### src/rtl/sr_ctrl_pkg.sv
// Shared types and helpers for the serial shift-register transfer controller.
package sr_ctrl_pkg;

    typedef enum logic [1:0] {
        ST_IDLE  = 2'd0,
        ST_SHIFT = 2'd1,
        ST_GAP   = 2'd2
    } state_e;

    localparam int MAX_GAP = 15;
    localparam int GAP_CW  = 4;

    function automatic int clog2(input int v);
        int r;
        r = 0;
        for (int i = 0; i < 31; i++) begin
            if ((1 << i) < v) r = i + 1;
        end
        return r;
    endfunction

endpackage

### src/rtl/sr_shift_core.sv
// WIDTH-bit shift register with parallel load and a selectable shift direction.
module sr_shift_core #(
    parameter int WIDTH     = 8,
    parameter int MSB_FIRST = 1
) (
    input  logic             clk,
    input  logic             reset,
    input  logic             load,
    input  logic [WIDTH-1:0] load_data,
    input  logic             shift_en,
    input  logic             sin,
    output logic             sout,
    output logic [WIDTH-1:0] shifted
);

    logic [WIDTH-1:0] shreg;

    // Value the register takes on a shift, with sin already inserted.
    always_comb begin
        if (MSB_FIRST != 0) shifted = {shreg[WIDTH-2:0], sin};
        else                shifted = {sin, shreg[WIDTH-1:1]};
    end

    assign sout = (MSB_FIRST != 0) ? shreg[WIDTH-1] : shreg[0];

    always_ff @(posedge clk or negedge reset) begin
        if (!reset)        shreg <= '0;
        else if (load)     shreg <= load_data;
        else if (shift_en) shreg <= shifted;
    end

endmodule

### src/rtl/sr_serial_xfer_ctrl.sv
// Sequences WIDTH-bit serial transfers: valid/ready word intake, framed shift-out, parallel capture.
// Handshake: a word transfers on the posedge where tx_valid and tx_ready are both 1; rx_valid is a
// single-cycle pulse with no back-pressure.
module sr_serial_xfer_ctrl
    import sr_ctrl_pkg::*;
#(
    parameter int WIDTH     = 8,
    parameter int GAP       = 0,
    parameter int MSB_FIRST = 1
) (
    input  logic             clk,
    input  logic             reset,
    input  logic [WIDTH-1:0] tx_data,
    input  logic             tx_valid,
    output logic             tx_ready,
    input  logic             sin,
    output logic             sout,
    output logic             sen,
    output logic [WIDTH-1:0] rx_data,
    output logic             rx_valid,
    output logic             busy,
    output logic [1:0]       dbg_state
);

    localparam int CW = clog2(WIDTH);
    localparam logic [CW-1:0]     CNT_LAST = CW'(WIDTH - 1);
    localparam logic [GAP_CW-1:0] GAP_LAST = GAP_CW'((GAP == 0) ? 0 : GAP - 1);

    state_e            state, state_nxt;
    logic [CW-1:0]     cnt;
    logic [GAP_CW-1:0] gap_cnt;
    logic              last_bit;
    logic              load;
    logic [WIDTH-1:0]  load_data;
    logic              shift_en;
    logic [WIDTH-1:0]  shifted;

    assign last_bit  = (state == ST_SHIFT) && (cnt == CNT_LAST);
    assign tx_ready  = (state == ST_IDLE) || (last_bit && (GAP == 0));
    assign busy      = (state != ST_IDLE);
    assign dbg_state = state;

    // Leaving SHIFT without a new word loads zeros so sout idles low straight from the register.
    always_comb begin
        state_nxt = state;
        load      = 1'b0;
        load_data = tx_data;
        shift_en  = 1'b0;
        case (state)
            ST_IDLE: begin
                if (tx_valid) begin
                    load      = 1'b1;
                    state_nxt = ST_SHIFT;
                end
            end
            ST_SHIFT: begin
                if (!last_bit) begin
                    shift_en = 1'b1;
                end else if (GAP > 0) begin
                    load      = 1'b1;
                    load_data = '0;
                    state_nxt = ST_GAP;
                end else if (tx_valid) begin
                    load = 1'b1;
                end else begin
                    load      = 1'b1;
                    load_data = '0;
                    state_nxt = ST_IDLE;
                end
            end
            ST_GAP: begin
                if (gap_cnt == GAP_LAST) state_nxt = ST_IDLE;
            end
            default: state_nxt = ST_IDLE;
        endcase
    end

    always_ff @(posedge clk or negedge reset) begin
        if (!reset) begin
            state    <= ST_IDLE;
            cnt      <= '0;
            gap_cnt  <= '0;
            sen      <= 1'b0;
            rx_data  <= '0;
            rx_valid <= 1'b0;
        end else begin
            state    <= state_nxt;
            sen      <= (state_nxt == ST_SHIFT);
            rx_valid <= last_bit;
            if (last_bit) rx_data <= shifted;
            if (state == ST_SHIFT && !last_bit) cnt <= cnt + 1'b1;
            else                                cnt <= '0;
            if (state == ST_GAP && state_nxt == ST_GAP) gap_cnt <= gap_cnt + 1'b1;
            else                                        gap_cnt <= '0;
        end
    end

    sr_shift_core #(
        .WIDTH     (WIDTH),
        .MSB_FIRST (MSB_FIRST)
    ) u_core (
        .clk       (clk),
        .reset     (reset),
        .load      (load),
        .load_data (load_data),
        .shift_en  (shift_en),
        .sin       (sin),
        .sout      (sout),
        .shifted   (shifted)
    );

endmodule

### config.mk
export PLATFORM = sky130hd
export DESIGN_NAME = sr_serial_xfer_ctrl
export DESIGN_NICKNAME = d
export VERILOG_FILES = /design/src/rtl/sr_ctrl_pkg.sv /design/src/rtl/sr_shift_core.sv /design/src/rtl/sr_serial_xfer_ctrl.sv
export SDC_FILE = /design/constraint.sdc
export NUM_CORES = 1
export LEC_CHECK = 0
export BUFFER_PORTS_ARGS = -buffer_cell sky130_fd_sc_hd__buf_2
export CAP_MARGIN = 10
export CORE_ASPECT_RATIO = 0.6
export CORE_UTILIZATION = 40
export DETAILED_ROUTE_END_ITERATION = 12
export GPL_TIMING_DRIVEN = 0
export PLACE_DENSITY_LB_ADDON = 0.1
export RECOVER_POWER = 100
export SYNTH_ARGS = -nofsm -noshare
export SYNTH_HDL_FRONTEND = slang
export SYNTH_SLANG_ARGS = --single-unit
### constraint.sdc
create_clock -name clk -period 1.4 [get_ports clk]
set_input_delay 0.28 -clock clk [delete_from_list [all_inputs] [get_ports clk]]
set_output_delay 0.28 -clock clk [all_outputs]
set_load 0.01 [all_outputs]
* After elaboration in Yosys (flattened, before gate mapping)
Cells that the tools add are included.
** Cells by class
- Shift-type cells :: 0
- Multiply operators :: 0
- Muxes and demuxes :: 17
- Divide/modulo/power cells :: 0
- Order comparisons :: 0
- Add/subtract/negate cells :: 2
- Equal/unequal tests :: 5
- Reduce and logical (&&, ||, !) cells :: 9
- Bitwise operators :: 0
** Operators with widths (count)
- 8-bit 2-to-1 mux :: 5
- 2-bit 2-to-1 mux :: 4
- 2-bit one-hot mux with 3 select lines :: 1
- 4-bit by 1-bit adder with 4-bit output (second input constant) :: 1
- 2-bit by 1-bit == test with 1-bit output (second input constant) :: 2
- 2-bit == test (second input constant) :: 2
- 4-bit logical NOT :: 1
- 1-bit 2-to-1 mux :: 4
- 4-bit 2-to-1 mux :: 1
- 2-bit nonzero test :: 2
- 3-bit by 1-bit adder with 3-bit output (second input constant) :: 1
- 3-bit == test (second input constant) :: 1
- 1-bit logical AND :: 3
- 3-bit 2-to-1 mux :: 1
- 2-bit logical NOT :: 1
- 1-bit one-hot mux with 2 select lines :: 1
- 1-bit logical NOT :: 1
- 1-bit logical OR :: 1
** Word-level totals
- Bits in read-only memories :: 0
- Output and inout port bits :: 15
- Register bits :: 27
- Latch bits :: 0
- Word-level logic and storage cells :: 40
- Memories :: 0
- Bits in writable memories :: 0

* Longest topological paths before layout
Gate-level depths: netlist (run 1).
- Word-level depth :: 7
- Depth in mapped cells :: 5
- Gate-level depth less buffers :: 5

* Cells and area by module
Synthesis (run 1) repeated with hierarchy kept, for this count alone.
** Second synthesis, totals
- Cell total of the unflattened synthesis :: 104
- Area, all modules :: 1198.6 um2
** Modules (own cells, without submodules)
- sr_serial_xfer_ctrl :: cells an instance 69, times used 1, area each 818.3 um2
- sr_shift_core :: cells an instance 35, times used 1, area each 380.4 um2

* Worst setup path before layout (run 1)
Ideal clock, no wire load.
- Path kind :: register to register
- From :: register cnt[0]
- To :: register rx_data[0]
- Slack :: -0.110 ns
- Required time :: 1.275 ns
- Clock period less this slack :: 1.510 ns
- Library setup time :: 0.125 ns
- Arrival time :: 1.385 ns
- Stages on the path, launching flop included :: 6
- Cell sequence :: dfrtp_1 ha_1 ha_1 nand3b_1 buf_6 mux2_4
** Between the ends
- Longest elaborated chain between the ends :: 2
** RTL lines
- start: declaration :: line sr_serial_xfer_ctrl.sv:30 : logic [CW-1:0] cnt;
- start signal: assignment :: line sr_serial_xfer_ctrl.sv:91 : if (state == ST_SHIFT && !last_bit) cnt <= cnt + 1'b1;
- 3-bit == test :: line sr_serial_xfer_ctrl.sv:38 : assign last_bit = (state == ST_SHIFT) && (cnt == CNT_LAST);
- 1-bit logical AND :: line sr_serial_xfer_ctrl.sv:38
- end signal: assignment :: line sr_serial_xfer_ctrl.sv:90 : if (last_bit) rx_data <= shifted;
- end: declaration :: line sr_serial_xfer_ctrl.sv:19 : output logic [WIDTH-1:0] rx_data,
No other way between the ends.
A chain may end at the register's enable or synchronous reset.

* Worst setup path in the final report (run 1)
- From :: register cnt[0]
- To :: output port tx_ready
** Between the ends
- Longest elaborated chain between the ends :: 3
** RTL lines
- 3-bit == test :: line sr_serial_xfer_ctrl.sv:38
- 1-bit logical AND :: line sr_serial_xfer_ctrl.sv:38
- 1-bit logical OR :: line sr_serial_xfer_ctrl.sv:39 : assign tx_ready = (state == ST_IDLE) || (last_bit && (GAP == 0));
- end: declaration :: line sr_serial_xfer_ctrl.sv:15 : output logic tx_ready,
No other way between the ends.

==> impl_metrics.csv, run 1 <==
group,metric,value,unit
synthesis,synthCells,85,
cells_and_area,fin_util,55.1,%
global_route,grt.overflow.total,0,
sta,tns,-2.41,ns
route,drt-vias-per-instance,4.66,
power_and_ir_drop,p_sw_share,31.1,%
clock_tree,cts_buffers,3,
power_and_ir_drop,power_switching,864,uW
run_status,violations,"setup timing",
floorplanning,die-width,72.3,um
sta,final.period_utilization,114,%
power_and_ir_drop,seq_power_share,45.2,%
power_and_ir_drop,power.total,2780,uW
floorplanning,start_util,44.5,%
clock_tree,cts_root_buffer,"clkbuf_8",
floorplanning,rows,14,
setup_path,rrSetupSlack,-0.17,ns
synthesis,syn_avg_cell_area,14.0,um^2
floorplanning,pin_count,27,
placement,io_buffer_count,26,
cells_and_area,stdcell_count,159,
synthesis,synth-seq-cells,27,
power_and_ir_drop,vdd_drop_max,899,uV
power_and_ir_drop,clkPwrFrac,15.5,%
power_and_ir_drop,p_leak,0.000714,uW
cells_and_area,multiInputGateArea,497,um^2
setup_path,cp-start-kind,"flop",
synthesis,synth_seq_area_share,57.0,%
route,drt_iter0_drc,26,
clock_tree,h-tree-depth,1,
route,routed-via-count,741,
synthesis,async_reset_ff_share,100,%
clock_tree,hold_buffers,0,
power_and_ir_drop,internal_power,1910,uW
sta,hold_viol,0,
setup_path,critPathMaxFanout,2,
cells_and_area,syn_to_final_growth,23.7,%
sta,fin_skew,0.00502,ns
global_route,grt_pass1_vias,752,
synthesis,synth_edf_count,0,
placement,gp_congestion,0.704,
placement,dp_hpwl,1.46,mm
clock_tree,insertion_delay,0.27,ns
synthesis,yosys_warnings,0,
synthesis,netlist-cell-type-count,21,
sta,rsz0062_at_grt,"yes",
floorplanning,fp.coreArea,2660,um^2
sta,relSlewSlack,57.4,%
cells_and_area,nFillCells,247,
sta,min_period,1.60,ns
sta,setup_viol,17,
clock_tree,path_clk_slew,0.09,ns
global_route,grt_pass1_wl,3.68,mm
setup_path,cp-end-kind,"output pin",
cells_and_area,layout-drive-gt1-share,35.3,%
route,wl,2.13,mm
placement,placed_cells,151,
sta,whs,0.0192,ns
synthesis,synth-main-ff-cell,"dfrtp_1",
sta,tightestPinTransition,0.639,ns
power_and_ir_drop,cellPowerDensity,1890,nW/um^2
route,ant_nets,0,
global_route,grt_max_degree,28,
floorplanning,die_h,44.2,um
flow_run,drv_cap,0,
sta,maxSlewViolCount,0,
synthesis,syn-cell-area,1190,um^2
global_route,antenna_found_initial,0,
power_and_ir_drop,combPwrFrac,39.3,%
sta,setup_slack,-0.196,ns
clock_tree,clock_sinks,27,
clock_tree,clockBufferDepth,2,
floorplanning,die-area,3190,um^2
run_status,outcome,"finished, violations left",
setup_path,worstSetupPathType,"reg -> out",
clock_tree,cts_tree,"built",
sta,clock.fmax,627,MHz
cells_and_area,nets,136,
cells_and_area,antenna_cells,0,
global_route,grt_usage,15.9,%
setup_path,r2r-start,"cnt[0]",
route,wl_per_cell,13.4,um
cells_and_area,seq_area,677,um^2
min_path,hold_path_class,"in -> async",
setup_path,r2r-end,"u_core.shreg[0]",
setup_path,worstPathRequired,1.12,ns
setup_path,ff2ff_path_depth,6,
route,dr.pass1.iters,4,
setup_path,crit_arrival,1.32,ns
route,drc,0,
synthesis,syn_nets,101,
logic make-up (layout without fill, tap and decap cells):
kind of cell,Yosys count,in the layout,synth area share (%)
buffers and inverters,9,43,4.11
adders and majority gates,4,4,4.22
xor gates and xnor gates,2,2,1.48
DFF,27,27,57.0
AOI/OAI and AO/OA,10,10,9.07
muxes,8,8,10.1
and+or+nand+nor,25,25,14.0
critical path: stages, from the launching register on:
cell      delay [ns]
dfrtp_1         0.39
ha_2            0.20
ha_4            0.15
nand3b_1        0.11
nand2_1         0.06
buf_2           0.13
cell type report:
cell class | instances | share of cell area, %
Tap cell | 40 | 3.41
Timing Repair Buffer | 32 | 11.8
Sequential cell | 27 | 46.1
Clock buffer | 4 | 3.07
Multi-Input combinational cell | 49 | 33.8
Inverter | 7 | 1.79
how the worst max path moves through the flow:
stage | cells past startpoint | from | slack, ns | endpoint
2_1_floorplan | 5 | cnt[0] | 0.005 | rx_data[0]
3_3_place_gp | 6 | cnt[0] | -0.11 | tx_ready
3_5_place_dp | 6 | cnt[0] | -0.13 | tx_ready
4_1_cts | 6 | cnt[0] | -0.25 | tx_ready
5_1_grt | 5 | cnt[0] | -0.28 | tx_ready
6_report | 5 | cnt[0] | -0.20 | tx_ready
metrics by stage:
stage          instance area, um^2  setup slack, ns
2_1_floorplan                 1200          0.00472
3_3_place_gp                  1380           -0.105
3_5_place_dp                  1380           -0.132
4_1_cts                       1480           -0.254
5_1_grt                       1470           -0.279
6_report                      1470           -0.196
cell usage in the layout (no fill, tap or decap), drive strengths merged:
| cell type | instances |
|---|---|
| nor2b | 1 |
| ha | 4 |
| or2 | 1 |
| nor4 | 1 |
| clkbuf | 17 |
| a221o | 8 |
| nor3 | 1 |
| nand3 | 1 |
| buf | 19 |
| nor3b | 1 |
| inv | 7 |
| dfrtp | 27 |
| o21bai | 1 |
| xor2 | 1 |
| xnor2 | 1 |
| o311ai | 1 |
| mux2 | 8 |
| nand2 | 1 |
| nor2 | 7 |
| nand3b | 1 |
| and2 | 10 |
power groups by stage:
stage	logic, uW	clock network, uW	registers, uW
finish	1090	430	1250
detailed placement	1020	0	1260
global placement	1010	0	1250
floorplan	660	0	1290
global route	1210	478	1300
CTS	1090	446	1250
cells in the mapped netlist (2+ instances only):
master / count / area share (%)
a221o_1: 8 / 6.8
inv_2: 2 / 0.63
dfrtp_1: 27 / 57
buf_6: 2 / 1.9
nor2_1: 7 / 2.2
mux2_4: 8 / 10
inv_1: 5 / 1.6
and2_1: 10 / 5.3
ha_1: 4 / 4.2
flip-flops by register name, summed over array words and instances (netlist names):
signal,cells
cnt,3
sen,1
rx_data,8
u_core.shreg,8
rx_valid,1
gap_cnt,4
dbg_state,2
layer usage:
metal	track usage (%)	wire [um]	part of all wire (%)	vias to the layer above
met3	5.69	106	5.0	2
met2	21.9	846	40	19
met4	4.71	18	0.85	0
met5	0	0	0	-
met1	23.5	1160	54	359
li1	-	-	-	361
what timing repair did:
item,in CTS,in global routing
setup endpoints to repair,25,23
pin swaps,3,8
buffers inserted,4,2
resized for setup,2,2
No activity file was read; power rests on OpenSTA's default activity.
==> run 2, diff against run 1 <==
==> constraint.sdc (replaced) <==
create_clock -name clk -period 1.4 [get_ports clk]
set_input_delay 0.14 -clock clk [delete_from_list [all_inputs] [get_ports clk]]
set_output_delay 0.14 -clock clk [all_outputs]
set_load 0.01 [all_outputs]
==> run 2 against run 1 <==
Against the previous run: the flow still finishes with violations (setup timing); first-iteration DRC count is 7.7% lower; sequential power is essentially flat; clock skew down 0.0020 ns; cell area increased by 6.2%; cell count rose by 3.1%; setup slack better by 0.026 ns; core utilization grew 3.4 points; global-route usage hardly changed; die area is the same; worst hold slack better by 0.083 ns; highest routed layer unchanged; via count rose by 3.5%.
==> impl_metrics.csv, run 2 (synthesized netlist as in run 1, its figures left out) <==
group,metric,value,unit
floorplanning,start_util,44.5,%
sta,setup_slack,-0.170,ns
floorplanning,rows,14,
sta,tightestPinTransition,0.652,ns
cells_and_area,antenna_cells,0,
cells_and_area,nets,141,
cells_and_area,final_cell_mix,"dfrtp_1, clkbuf_1, buf_2",
placement,place_ws,-0.0905,ns
setup_path,crit_arrival,1.43,ns
power_and_ir_drop,vdd_drop_max,905,uV
power_and_ir_drop,cellPowerDensity,1900,nW/um^2
placement,place_area,1380,um^2
cells_and_area,reg_top3,"rx_data x8, u_core.shreg x8, gap_cnt x4",
global_route,grt_pass1_vias,773,
flow_run,drv_cap,0,
run_status,violations,"setup timing",
route,dr.pass1.iters,3,
floorplanning,die-area,3190,um^2
route,drt-vias-per-instance,4.68,
floorplanning,pin_count,27,
clock_tree,cts_buffers,3,
sta,hold_viol,0,
global_route,antenna_found_initial,0,
setup_path,cp-end-kind,"output pin",
placement,gp_congestion,0.704,
global_route,grt_usage,15.9,%
route,drc,0,
sta,setup_viol,21,
floorplanning,fp.coreArea,2660,um^2
clock_tree,clockBufferDepth,2,
cells_and_area,stdcell_count,164,
run_status,outcome,"finished, violations left",
route,wl,2.30,mm
clock_tree,h-tree-depth,1,
cells_and_area,final_common_cell,"dfrtp_1",
sta,clock.fmax,637,MHz
global_route,grt_max_degree,28,
floorplanning,die-width,72.3,um
clock_tree,clock_sinks,27,
sta,min_period,1.57,ns
sta,relSlewSlack,56.5,%
setup_path,worstSetupPathType,"reg -> out",
cells_and_area,syn_to_final_growth,31.4,%
placement,io_buffer_count,26,
power_and_ir_drop,p_leak,0.000752,uW
route,routed-via-count,767,
setup_path,critPathMaxFanout,2,
sta,maxSlewViolCount,0,
route,drt_iter0_drc,24,
cells_and_area,fin_util,58.6,%
clock_tree,cts_root_buffer,"clkbuf_8",
cells_and_area,final_area,1560,um^2
sta,fin_skew,0.00305,ns
clock_tree,insertion_delay,0.27,ns
global_route,grt.overflow.total,0,
sta,whs,0.102,ns
cells_and_area,nFillCells,244,
global_route,grt_pass1_wl,3.71,mm
route,ant_nets,0,
route,wl_per_cell,14.0,um
setup_path,worstPathRequired,1.26,ns
clock_tree,path_clk_slew,0.09,ns
setup_path,cp-start-kind,"flop",
placement,dp_hpwl,1.46,mm
sta,final.period_utilization,112,%
sta,rsz0062_at_grt,"yes",
min_path,hold_path_class,"in -> reg",
floorplanning,die_h,44.2,um
cells_and_area,layout-drive-gt1-share,37.1,%
clock_tree,cts_tree,"built",
placement,placed_cells,151,
-- run 2: through the flow --
stage	power [uW]	TNS, ns
floorplan	1950	0
CTS	2880	-1.72
finish	2970	-2.69
global route	3170	-3.40
global placement	2260	-0.807
detailed placement	2280	-1.46
-- run 2: repair_timing --
item | 4_1_cts | 5_1_grt
gates resized for setup | 1 | 5
hold endpoints to repair | 27 | 0
setup endpoints to repair | 24 | 22
pin swaps | 2 | 5
buffers inserted | 6 | 3
hold buffers | 1 | 0
-- run 2: worst max-delay path, stage by stage (launching register included) --
cell and delay [ns]:
dfrtp_1 0.43, ha_4 0.19, ha_4 0.16, nand3b_1 0.10
buf_6 0.12, nand2_1 0.04, buf_2 0.13
-- run 2: final cells by class --
class | instances | area (um^2) | area share [%]
plain buffers | 2 | 22.5 | 1.44
clock buffers | 4 | 45.0 | 2.89
inverters | 7 | 26.3 | 1.69
multi-input cells | 49 | 513 | 32.9
flip-flops and latches | 27 | 676 | 43.3
well taps | 40 | 50.0 | 3.21
repair buffers | 35 | 226 | 14.5
-- run 2: power breakdown --
| group | internal, uW | switching, uW |
|---|---|---|
| registers | 1070 | 207 |
| logic | 769 | 495 |
| clock network | 203 | 224 |
-- run 2: worst paths after layout --
path | start | to | slack, ns | cells past startpoint
worst min-delay path | tx_data[1] | u_core.shreg[1] | 0.10 | 2
max in group asynchronous | reset | gap_cnt[1] | 0.53 | 2
worst min register to register | gap_cnt[0] | gap_cnt[0] | 0.49 | 1
worst max register to register | cnt[0] | u_core.shreg[3] | -0.17 | 6
worst max-delay path | cnt[0] | tx_ready | -0.17 | 6
min in group asynchronous | reset | u_core.shreg[1] | 0.45 | 2
-- run 2: per-layer routing --
metal / wire (um) / GRT usage, % / up-vias
li1: - / - / 373
met1: 1210 / 23.9 / 374
met4: 18 / 4.71 / 0
met3: 99 / 5.69 / 2
met5: 0 / 0 / -
met2: 968 / 21.3 / 18
